### src/rtl/inta_sequencer.sv
// Interrupt-acknowledge initiator for an 8086-mode controller.
// Synchronizes INT, issues two active-low INTA pulses, captures the vector
// driven during the second pulse and hands it to the CPU core over a
// valid/ack handshake. A holdoff window follows each handoff so the
// controller's INT fall can propagate through the synchronizer.
module inta_sequencer #(
    parameter int unsigned PULSE_CYCLES   = 2,
    parameter int unsigned GAP_CYCLES     = 2,
    parameter int unsigned HOLDOFF_CYCLES = 3
) (
    input  logic       clk,
    input  logic       rst_n,
    input  logic       int_req,
    input  logic       int_enable,
    input  logic [7:0] data_in,
    output logic       inta_n,
    output logic [7:0] vector,
    output logic       vector_valid,
    input  logic       vector_ack,
    output logic       busy
);

    localparam int unsigned MAX_PG = (PULSE_CYCLES > GAP_CYCLES) ? PULSE_CYCLES : GAP_CYCLES;
    localparam int unsigned MAX_N  = (MAX_PG > HOLDOFF_CYCLES) ? MAX_PG : HOLDOFF_CYCLES;
    localparam int unsigned CW     = (MAX_N > 1) ? $clog2(MAX_N) : 1;

    localparam logic [CW-1:0] PULSE_LOAD   = CW'(PULSE_CYCLES - 1);
    localparam logic [CW-1:0] GAP_LOAD     = CW'(GAP_CYCLES - 1);
    localparam logic [CW-1:0] HOLDOFF_LOAD = CW'(HOLDOFF_CYCLES - 1);

    typedef enum logic [2:0] {
        S_IDLE,
        S_ACK1,
        S_GAP,
        S_ACK2,
        S_HANDOFF,
        S_HOLDOFF
    } state_t;

    state_t        r_state;
    logic [CW-1:0] r_cnt;
    logic          r_sync1;
    logic          r_sync2;
    logic          r_inta_n;
    logic [7:0]    r_vector;
    logic          r_valid;
    logic          w_int_sync;
    logic          w_cnt_zero;

    assign w_int_sync = r_sync2;
    assign w_cnt_zero = (r_cnt == '0);

    // Two-flop synchronizer for the asynchronous INT request
    always_ff @(posedge clk or negedge rst_n) begin
        if (!rst_n) begin
            r_sync1 <= 1'b0;
            r_sync2 <= 1'b0;
        end else begin
            r_sync1 <= int_req;
            r_sync2 <= r_sync1;
        end
    end

    // Acknowledge sequencer: state, dwell counter and registered outputs
    always_ff @(posedge clk or negedge rst_n) begin
        if (!rst_n) begin
            r_state  <= S_IDLE;
            r_cnt    <= '0;
            r_inta_n <= 1'b1;
            r_vector <= '0;
            r_valid  <= 1'b0;
        end else begin
            case (r_state)
                S_IDLE: begin
                    if (w_int_sync && int_enable) begin
                        r_state  <= S_ACK1;
                        r_cnt    <= PULSE_LOAD;
                        r_inta_n <= 1'b0;
                    end
                end
                S_ACK1: begin
                    if (w_cnt_zero) begin
                        r_state  <= S_GAP;
                        r_cnt    <= GAP_LOAD;
                        r_inta_n <= 1'b1;
                    end else begin
                        r_cnt <= r_cnt - CW'(1);
                    end
                end
                S_GAP: begin
                    if (w_cnt_zero) begin
                        r_state  <= S_ACK2;
                        r_cnt    <= PULSE_LOAD;
                        r_inta_n <= 1'b0;
                    end else begin
                        r_cnt <= r_cnt - CW'(1);
                    end
                end
                S_ACK2: begin
                    if (w_cnt_zero) begin
                        r_state  <= S_HANDOFF;
                        r_vector <= data_in;
                        r_inta_n <= 1'b1;
                        r_valid  <= 1'b1;
                    end else begin
                        r_cnt <= r_cnt - CW'(1);
                    end
                end
                S_HANDOFF: begin
                    // valid is already high here, so an ack seen on the
                    // capture edge (still in ACK2) is never consumed
                    if (vector_ack) begin
                        r_state <= S_HOLDOFF;
                        r_cnt   <= HOLDOFF_LOAD;
                        r_valid <= 1'b0;
                    end
                end
                S_HOLDOFF: begin
                    if (w_cnt_zero) begin
                        r_state <= S_IDLE;
                    end else begin
                        r_cnt <= r_cnt - CW'(1);
                    end
                end
                default: begin
                    r_state  <= S_IDLE;
                    r_cnt    <= '0;
                    r_inta_n <= 1'b1;
                    r_valid  <= 1'b0;
                end
            endcase
        end
    end

    assign inta_n       = r_inta_n;
    assign vector       = r_vector;
    assign vector_valid = r_valid;
    assign busy         = (r_state != S_IDLE);

endmodule

### config.mk
export PLATFORM = sky130hd
export DESIGN_NAME = inta_sequencer
export DESIGN_NICKNAME = d
export VERILOG_FILES = /design/src/rtl/inta_sequencer.sv
export SDC_FILE = /design/constraint.sdc
export NUM_CORES = 1
export LEC_CHECK = 0
export CAP_MARGIN = 40
export CORE_MARGIN = 4
export CORE_UTILIZATION = 46
export DETAILED_ROUTE_END_ITERATION = 7
export PLACE_DENSITY = 0.77
export SLEW_MARGIN = 20
export SYNTH_ARGS = -nofsm -noshare
export SYNTH_HDL_FRONTEND = slang
export SYNTH_SLANG_ARGS = --single-unit
### constraint.sdc
create_clock -name clk -period 1.5 [get_ports clk]
set_input_delay 0.3 -clock clk [delete_from_list [all_inputs] [get_ports clk]]
set_output_delay 0.3 -clock clk [all_outputs]
set_load 0.02 [all_outputs]
==> impl_results.rst <==
.. list-table::
   :header-rows: 1

   * - Metric
     - Value
   * - Simple-Gate Fraction of Synth Area
     - 11.42%
   * - Cell with the largest stage delay on the worst path
     - dfstp_2
   * - Fraction of met3 tracks used by global routing
     - 3.790%
   * - Kind of cell adding the most delay to the critical path
     - flip-flops
   * - Detail Placement HPWL
     - 1256 um
   * - Final routed wire length divided by cell count
     - 12.65 um
   * - Area fraction in compound gates after synthesis
     - 14.06%
   * - Number of warnings printed during yosys synthesis
     - 0
   * - Final antenna-violating net count
     - 0
   * - Run status
     - completed
   * - Synth Area in Adders
     - 2.928%
   * - Routability-driven placement congestion ratio
     - 0.7893
   * - Core Region
     - 1745 um2
   * - Vertical die dimension
     - 51.10 um
   * - Number of cells produced by synthesis
     - 73
   * - Peak fanout along the critical path
     - 4
   * - Endpoints failing setup
     - 0
   * - Net Count, Synth
     - 88
   * - Number of synthesized register bits
     - 17
   * - Number of inserted filler cells in the final layout
     - 148
   * - Latest clock arrival within the worst-skew pair
     - 0.28 ns
   * - Final cell count without fillers
     - 129
   * - Worst Tran Pin Value
     - 0.3113 ns
   * - Chain of cells forming the critical path
     - dlygate4sd2_1
   * - Buffer depth of the longest clock path
     - 2
   * - Final layout net count
     - 120
   * - Fmax
     - 680.3 MHz
   * - Pin count of the biggest net entering global routing
     - 18
   * - Initial core utilization
     - 48.96%
   * - Met2 demand-to-capacity share in global routing
     - 24.03%
   * - Number of antenna violations at the first check in global routing
     - 0
   * - Crit path buffers/inverters
     - 1
   * - Number of failing hold endpoints at the final stage
     - 0
   * - Global-route wire length before repair
     - 2801 um
   * - Number of global-route vias before repair
     - 648
   * - Final Critical Period
     - 1.470 ns
   * - Proportion of layout cells with a drive suffix above 1
     - 25.96%
   * - Parity-gate share of the synthesized area counting xor and xnor cells
     - 2.050%
   * - Via count
     - 643
   * - TritonCTS clock tree
     - built
   * - Total number of cells along the worst setup path
     - 1
   * - Global-route total usage across every layer
     - 14.93%
   * - RSZ-0062 raised after global routing
     - no
   * - Cell area after synthesis
     - 854.6 um2
   * - Cell accounting for the most synthesized area
     - dfrtp_1
   * - Static power due to leakage
     - 0.5410 nW
   * - Grt ovf
     - 0
   * - Top-level I/O count
     - 24
   * - Detailed-route wire length
     - 1632 um
   * - Number of buffers inserted by post-CTS setup repair
     - 0
   * - Power per unit of standard cell area
     - 2139 nW/um2
   * - Average size of a mapped cell
     - 11.71 um2
   * - Maximum capacitance violations
     - 0
   * - Data required, critical path
     - 1.20 ns
   * - Worst max-slew margin expressed relative to the limit
     - 78.98%
   * - Clock slew at reported path FFs
     - 0.09 ns
   * - Number of inserted diodes
     - 0
   * - Final worst slack
     - 0.03013 ns
   * - Data arrival time at the worst-slack endpoint
     - 1.17 ns
   * - Die area
     - 2611 um2
   * - DRC Markers
     - 0
   * - Clock tree root buffer cell
     - clkbuf_4
   * - Number of pins with negative max-slew slack in the final report
     - 0
   * - Port Buffer Count
     - 23
   * - Pre-Repair DR Iteration Count
     - 4
   * - Post-Place Setup Slack
     - -0.02438 ns
   * - Worst min path class
     - in2async
   * - Type of destination of the critical path
     - output pin
   * - Final cycle utilization of the critical path
     - 97.99%
   * - Worst r2r path cells
     - 4
   * - Number of sinks handled by clock tree synthesis
     - 17
   * - Starting DRC count in detailed routing
     - 8
   * - Number of distinct standard cells referenced by the synthesized netlist
     - 26
   * - Quantity of hold-fixing buffers added after cts
     - 0
   * - Placed cell count
     - 125
   * - Largest cells by area after synthesis
     - dfrtp_1 47%, mux2_4 14%, nand2_1 4.8%
   * - Site row count
     - 15
   * - Sequential-to-total area share from yosys stat
     - 49.93%
   * - GR met1 Demand/Resource
     - 17.60%
   * - Vias per inst
     - 4.984
   * - Synthesis-to-layout area growth
     - 35.87%
   * - Dominant combinational cell family by area after synthesis
     - compound AO/OA/AOI/OAI gates
   * - Startpoint type of the worst setup path
     - register
   * - Skew final
     - 0.001657 ns
   * - Post-synth top area share
     - 46.85%
   * - Startpoint-to-endpoint class of the critical path
     - reg2out
   * - Worst VDD drop
     - 1118 uV
   * - Mux cell area share after synthesis
     - 14.06%
   * - Busiest metal layer after global routing
     - met2
   * - Slack of the worst reg-to-reg path
     - 0.09 ns
   * - Width of the chip
     - 51.10 um
   * - Worst path max stage delay
     - 0.56 ns
   * - CTS buffer count
     - 3
   * - Max H-tree Level
     - 1
-- cells in the mapped netlist --
| master | n |
|---|---|
| a211oi_1 | 1 |
| a21oi_1 | 3 |
| a221oi_1 | 1 |
| buf_2 | 2 |
| buf_6 | 2 |
| dfrtp_1 | 16 |
| dfstp_2 | 1 |
| ha_1 | 2 |
| inv_1 | 4 |
| mux2_4 | 8 |
| nand2_1 | 11 |
| nand2_2 | 1 |
| nand3_4 | 1 |
| nand3b_1 | 1 |
| nor2_1 | 3 |
| nor2b_4 | 1 |
| o211a_2 | 1 |
| o211ai_1 | 1 |
| o21ai_0 | 5 |
| o21ai_1 | 1 |
| o22a_1 | 1 |
| o22ai_1 | 1 |
| o311ai_0 | 1 |
| o31a_1 | 2 |
| xnor2_1 | 1 |
| xor2_1 | 1 |
-- routing by layer --
layer	up-vias	part of all wire, %
met2	20	47
li1	319	-
met1	300	45
met3	4	5.8
met5	-	0
met4	0	2.2
-- cell usage in the layout (no fill, tap or decap), types with 3 or more instances in the layout --
master           netlist  final
buf_4                  0      8
clkbuf_4               0      3
nand2_1               11     11
dlygate4sd2_1          0     10
o21ai_0                5      5
clkdlybuf4s50_1        0     12
inv_1                  4      4
mux2_4                 8      8
a21oi_1                3      3
dfrtp_1               16     16
-- timing repair --
item | in CTS | in global routing
pin swaps | 0 | 0
cloned | 0 | 0
gates resized for setup | 12 | 3
setup endpoints to repair | 11 | 2
-- registers in the layout, summed over array words and instances, names as in the netlist --
signal        flops
vector            8
r_sync2           1
r_sync1           1
r_cnt             2
inta_n            1
r_state           3
vector_valid      1
-- final timing paths --
path / start / to
hold reg to reg: r_sync1 / r_sync2
hold / removal: rst_n / vector[7]
max in group asynchronous: rst_n / inta_n
setup reg to reg: r_state[1] / vector[1]
setup / recovery: inta_n / inta_n
min in group clk: r_sync1 / r_sync2
-- power breakdown --
part	total [mW]	leakage [nW]	internal, mW	switching, mW
registers	0.798	0.199	0.680	0.118
logic	1.45	0.327	0.721	0.732
clock network	0.233	0.0150	0.103	0.129
-- metrics by stage --
step	util, %	hold WS [ns]	total power [mW]	TNS, ns	cell area (um2)
floorplan	-	0.004409	1.815	0	854.6
CTS	66.38	0.3251	2.501	0	1159
global placement	65.52	0.3327	2.321	-0.004058	1144
global route	66.52	0.3499	2.678	0	1161
detailed placement	65.52	0.3478	2.362	-0.02438	1144
finish	66.52	0.3261	2.484	0	1161
-- cell type report --
| type | count | area [um2] | share of cell area (%) |
|---|---|---|---|
| Multi-Input combinational cell | 48 | 389.1 | 33.51 |
| Timing Repair Buffer | 31 | 272.8 | 23.49 |
| Clock buffer | 4 | 26.28 | 2.263 |
| Tap cell | 25 | 31.28 | 2.694 |
| Sequential cell | 17 | 426.7 | 36.75 |
| Inverter | 4 | 15.01 | 1.293 |
-- cells by family (layout without fill, tap and decap cells) --
| kind of cell | Yosys count | count (layout) |
|---|---|---|
| compound gates | 18 | 18 |
| xor+xnor | 2 | 2 |
| fa+ha+maj | 2 | 2 |
| buf+inv | 8 | 39 |
| flops | 17 | 17 |
| mux | 8 | 8 |
| simple gates | 18 | 18 |
(Power assumes the default switching activity.)
